`config.mk`:
```
export PLATFORM = sky130hd
export DESIGN_NAME = muldiv_wb_arbiter
export DESIGN_NICKNAME = d
export VERILOG_FILES = /design/src/rtl/muldiv_wb_arbiter.sv
export SDC_FILE = /design/constraint.sdc
export NUM_CORES = 1
export LEC_CHECK = 0
export CAP_MARGIN = 20
export CORE_ASPECT_RATIO = 0.7
export CORE_MARGIN = 5
export CORE_UTILIZATION = 34
export CTS_CLUSTER_SIZE = 16
export DETAILED_ROUTE_END_ITERATION = 10
export PLACE_DENSITY = 0.74
export SLEW_MARGIN = 10
export SYNTH_ARGS = -nofsm -noshare
export SYNTH_HDL_FRONTEND = slang
export SYNTH_SLANG_ARGS = --single-unit
```
`constraint.sdc`:
```
create_clock -name clk_i -period 2.35 [get_ports clk_i]
set_input_delay 0.47 -clock clk_i [delete_from_list [all_inputs] [get_ports clk_i]]
set_output_delay 0.47 -clock clk_i [all_outputs]
set_load 0.01 [all_outputs]
```
`src/rtl/muldiv_wb_arbiter.sv`:
```
// Writeback arbiter merging the pipelined multiplier and the iterative divider into one
// registered result port, with a starvation FSM that asks issue to pause multiplies.
module muldiv_wb_arbiter #(
  parameter int XLEN          = 64,
  parameter int TRANS_ID_BITS = 2,
  parameter int STARVE_LIMIT  = 4
) (
  input  logic                     clk_i,
  input  logic                     rst_i,
  input  logic                     clr_i,
  input  logic                     mul_valid_i,
  input  logic [XLEN-1:0]          mul_result_i,
  input  logic [TRANS_ID_BITS-1:0] mul_trans_id_i,
  input  logic                     div_valid_i,
  output logic                     div_ready_o,
  input  logic [XLEN-1:0]          div_result_i,
  input  logic [TRANS_ID_BITS-1:0] div_trans_id_i,
  output logic                     stall_mul_o,
  output logic [XLEN-1:0]          result_o,
  output logic                     valid_o,
  output logic [TRANS_ID_BITS-1:0] trans_id_o
);

  typedef enum logic [1:0] {IDLE, WAIT, STARVE} state_t;

  localparam logic [3:0] LIMIT = 4'(STARVE_LIMIT);

  state_t     state_reg, state_next;
  logic [3:0] cnt_reg, cnt_next;
  logic       div_fire;
  logic       div_blocked;
  logic       mul_under_stall_reg;

  // The multiplier cannot be stalled, so it always wins; a flush blocks the divider too.
  assign div_ready_o = !clr_i && !mul_valid_i;
  assign div_fire    = div_valid_i && div_ready_o;
  assign div_blocked = div_valid_i && !div_ready_o;

  always_comb begin
    state_next = state_reg;
    cnt_next   = cnt_reg;
    if (clr_i) begin
      state_next = IDLE;
      cnt_next   = 4'd0;
    end else begin
      case (state_reg)
        IDLE: begin
          if (div_blocked) begin
            cnt_next   = 4'd1;
            state_next = (LIMIT <= 4'd1) ? STARVE : WAIT;
          end
        end
        WAIT: begin
          if (div_fire || !div_valid_i) begin
            state_next = IDLE;
            cnt_next   = 4'd0;
          end else begin
            cnt_next = cnt_reg + 4'd1;
            if (cnt_reg + 4'd1 >= LIMIT) begin
              state_next = STARVE;
            end
          end
        end
        STARVE: begin
          if (div_fire) begin
            state_next = IDLE;
            cnt_next   = 4'd0;
          end
        end
        default: begin
          state_next = IDLE;
          cnt_next   = 4'd0;
        end
      endcase
    end
  end

  always_ff @(posedge clk_i or posedge rst_i) begin
    if (rst_i) begin
      state_reg   <= IDLE;
      cnt_reg     <= 4'd0;
      stall_mul_o <= 1'b0;
    end else begin
      state_reg   <= state_next;
      cnt_reg     <= cnt_next;
      stall_mul_o <= (state_next == STARVE);
    end
  end

  // result_o / trans_id_o keep their last value when nothing is granted.
  always_ff @(posedge clk_i or posedge rst_i) begin
    if (rst_i) begin
      valid_o    <= 1'b0;
      result_o   <= '0;
      trans_id_o <= '0;
    end else if (clr_i) begin
      valid_o <= 1'b0;
    end else if (mul_valid_i) begin
      valid_o    <= 1'b1;
      result_o   <= mul_result_i;
      trans_id_o <= mul_trans_id_i;
    end else if (div_fire) begin
      valid_o    <= 1'b1;
      result_o   <= div_result_i;
      trans_id_o <= div_trans_id_i;
    end else begin
      valid_o <= 1'b0;
    end
  end

  // Only one in-flight multiply may land after stall_mul_o rises.
  always_ff @(posedge clk_i or posedge rst_i) begin
    if (rst_i) begin
      mul_under_stall_reg <= 1'b0;
    end else begin
      mul_under_stall_reg <= mul_valid_i && stall_mul_o;
    end
  end

  always_ff @(posedge clk_i) begin
    if (!rst_i) begin
      assert (!(mul_under_stall_reg && mul_valid_i && stall_mul_o));
    end
  end

endmodule

```
* Word-level counts from Yosys, hierarchy flattened *
Index checks and enable logic that the tools add are counted.

operators by class
  $add $sub $neg = 1
  $lt $le $gt $ge = 1
  eq/ne operators = 5
  multiplexer cells = 18
  bitwise logic cells = 1
  reductions and logical operators = 12

operators by type and width
  kind                                                               number
  two-way mux 64 bit                                                 2
  two-way mux 4 bit                                                  4
  two-way mux 2 bit                                                  7
  one-hot mux 4 bit (3 select lines)                                 1
  inequality test 3 bit, second input constant                       2
  one-hot mux 2 bit (3 select lines)                                 1
  adder 4 x 1 -> 4 bit, second input constant                        1
  equality test 2 bit, second input constant                         2
  greater-or-equal comparator 4 x 3 -> 1 bit, second input constant  1
  logical NOT 1 bit                                                  4
  AND reduction 2 bit                                                2
  logical AND 1 bit                                                  3
  two-way mux 1 bit                                                  3
  equality test 2 x 1 -> 1 bit, second input constant                1
  logical NOT 2 bit                                                  1
  nonzero test 2 bit                                                 1
  logical OR 1 bit                                                   1
  NOT 1 bit                                                          1

word-level totals
  bits in registers = 74
  bits of input ports = 137
  output and inout port bits = 69
  logic and storage cells = 44

* Logic depth before layout (Yosys ltp) *
  depth after elaboration = 8
  gate-level depth with buffers = 8
  depth with buffers taken out = 5

* Worst setup path before layout *
No wires, ideal clock.

  path type = input-to-output
  start = in mul_valid_i
  end = out div_ready_o
  arrival time = 1.180 ns
  data required time = 1.880 ns
  setup slack = 0.700 ns
  stages on the path = 4
  path buffers = 3
  cells stage by stage = buf_4 -> buf_4 -> buf_2 -> nor2_1

on the way
  cells in the longest elaborated chain, start to end = 2

RTL lines
  what               RTL line  source
  start, declared    11        input logic mul_valid_i,
  logical NOT 1 bit  35        assign div_ready_o = !clr_i && !mul_valid_i;
  logical AND 1 bit  35
  end, declared      15        output logic div_ready_o,

No other way between the ends.

* Worst setup path after layout *
  start = in clr_i
  end = out div_ready_o

on the way
  cells in the longest elaborated chain, start to end = 2

RTL lines
  what               RTL line  source
  start, declared    10        input logic clr_i,
  logical NOT 1 bit  35
  logical AND 1 bit  35

No other way between the ends.

==> flow_summary.yaml <==
logic_synthesis:
  synth_edf_count: 0
  synth_ff_type: "dfrtp_1"
  synthAdderAreaFrac: 0.00364
  ys_seq_elements: 74
  syn-num-nets: 470
  synth_top_area_cell: "dfrtp_1"
  syn_area_um2: 3440
  synth_top_area_frac: 0.538
  synth-seq-area-share: 0.538
  synth_async_sr_flop_share: 1.00
  synthSimpleGateAreaFrac: 0.0935
  synth_mux_area_frac: 0.195
  synthCells: 332
  synthTopCellsByCount: "dfrtp_1, nand2_1, mux2i_1, o21ai_1, buf_2"
  ys_types: 25
  synth_xor_area_frac: 0.00509
  yosys_warnings: 0
  synth_compound_gate_area_share: 0.120
  synth_top_family_by_area: "multiplexers"
  synthTopCellsByArea: "dfrtp_1, mux2i_1, o21ai_1"
  yosysMostFrequentCell: "dfrtp_1"
  syn_area_per_cell_um2: 10.4
clock_tree:
  root_buffer: "clkbuf_16"
  cts_sinks: 74
  tritoncts: "yes"
  cts_buffers: 9
  clk_pin_slew_ns: 0.05
  ctsResizeCount: 0
  clock_path_buffers: 2
  hold_buffers: 0
  clkLatencyLatePin_ns: 0.32
  postCtsSetupBuffers: 0
  htreeDepth: 3
drt:
  drt-pass1-iter-count: 4
  routed_via_density: 4.56
  drtIter0Drc: 79
  finalWirelength_um: 9810
  vias: 3035
  ant_nets: 0
  drc: 0
  wl_per_cell_um: 14.7
die:
  initial_core_util: 0.351
  fp-row-count: 30
  die_w_um: 130
  die_h_um: 94.2
  ios: 206
  core_um2: 9800
  dieArea_um2: 12300
placed_design:
  dp_hpwl_um: 7900
  gp_congestion: 0.764
  io_buffers: 205
  dp_slack_ns: 0.181
timing:
  rsz0062_at_grt: "no"
  fin_crit_sh: 0.863
  setup_violations: 0
  slew_headroom: 0.521
  hold_viol: 0
  max_freq_mhz: 493
  period_minus_slack_ns: 2.03
  skew_ns: 0.00196
  setup_tns_ns: 0
  max_slew.worst_pin.slew_ns: 0.718
  fin_ws_ns: 0.322
  slew_violations: 0
power:
  power_density_nw_per_um2: 682
  p_int_uw: 3100
  p_seq_frac: 0.372
  total_power_uw: 4060
  swShare: 0.235
  clkPwrFrac: 0.392
  p_leak_uw: 0.00262
  ir_drop_mv: 0.331
  p_sw_uw: 955
  comb_power_share: 0.237
grt:
  grt_pass1_wl_um: 15100
  antenna_found_initial: 0
  track_usage: 0.157
  grt_overflow: 0
  grt_max_degree: 79
  grt_pass1_vias: 3146
worst_setup_path:
  critical-path-max-stage-delay_ns: 0.55
  slowest_stage: "clkdlybuf4s50_1"
  cp_common_cell: "clkdlybuf4s50_1"
  path_cells: "clkdlybuf4s50_1 -> nor2_1 -> clkdlybuf4s50_1"
  cp.arrival_ns: 1.56
  cp_data_required_time_ns: 1.88
  end_kind: "output pin"
  crit_path_max_fanout: 2
  criticalPathCategory: "primary input to output pin"
  startpoint_type: "primary input"
finish:
  n_antenna_cell: 0
  num-nets-final: 670
  largest_reg_flops: 64
  areaGrowthSynthToFinish_pct: 73.1
  final_util: 0.608
  drive_gt1_frac: 0.0503
run:
  drv_cap: 0
run_status:
  status: "completed"
min_path:
  hp-class: "flop to flop"
-- worst max-delay path: cells and delay by family --
kind                   cells  cell delay, ns
buffers and inverters      2            0.97
AND/OR/NAND/NOR            1            0.11
-- placed cells by master (no fill, tap or decap), types with 2 or more instances in the layout --
cell type	instances
clkbuf_8	2
clkinvlp_4	2
clkdlybuf4s50_1	204
mux2i_1	67
nor2_1	4
and2_1	2
inv_1	5
dfrtp_1	74
nand2b_1	2
o21ai_1	66
a32o_1	2
nand3_1	2
clkbuf_16	9
buf_4	8
bufinv_16	3
o21ai_0	3
a21oi_1	3
nand2_1	68
-- logic make-up after synthesis --
| kind of cell | count (synthesis) |
|---|---|
| AO/OA/AOI/OAI | 78 |
| flip-flops | 74 |
| buffers and inverters | 30 |
| multiplexers | 67 |
| adder cells (fa/ha/maj) | 1 |
| AND/OR/NAND/NOR | 80 |
| XOR/XNOR | 2 |
-- path summary, 6_finish.rpt --
| kind | slack, ns | endpoint | depth (start not counted) | startpoint |
|---|---|---|---|---|
| max in group asynchronous | 1.34 | trans_id_o[1]$_DFFE_PP0P_ | 3 | rst_i |
| min in group asynchronous | 0.61 | result_o[14]$_DFFE_PP0P_ | 3 | rst_i |
| worst max register to register | 0.88 | state_reg[0]$_DFF_PP0_ | 5 | cnt_reg[0]$_DFFE_PP0P_ |
| worst min register to register | 0.48 | result_o[44]$_DFFE_PP0P_ | 2 | result_o[44]$_DFFE_PP0P_ |
| worst min-delay path | 0.48 | result_o[44]$_DFFE_PP0P_ | 2 | result_o[44]$_DFFE_PP0P_ |
| worst max-delay path | 0.32 | div_ready_o | 3 | clr_i |
-- area by class of cell --
| cell class | count | area [um2] |
|---|---|---|
| clock buffers | 12 | 256 |
| clock inverters | 4 | 97.6 |
| fillers | 855 | 3840 |
| inverters | 6 | 26.3 |
| multi-input cells | 228 | 1440 |
| flip-flops and latches | 74 | 1850 |
| well taps | 128 | 160 |
| repair buffers | 213 | 2120 |
-- power groups by stage --
stage,registers (uW),clock network (uW),logic [uW]
6_report,1510,1590,961
5_1_grt,1530,1690,1040
4_1_cts,1510,1630,979
3_5_place_dp,1530,0,977
3_3_place_gp,1520,0,960
2_1_floorplan,1600,0,281
-- metal layers --
layer,share of wire,global-route usage,vias to the layer above
met1,0.39,0.175,1363
met2,0.49,0.272,118
met5,0,0,-
li1,-,-,1543
met4,0.011,0.0398,0
met3,0.11,0.0722,11
-- per-stage QoR --
stage,area [um2],cells,hold WS (ns)
after floorplan,3440,332,0.485
after global placement,5600,649,0.467
after detailed placement,5600,649,0.474
after CTS,5950,665,0.487
after global routing,5950,665,0.508
final,5950,665,0.477
Note: power is estimated with default switching activity, not from simulation.
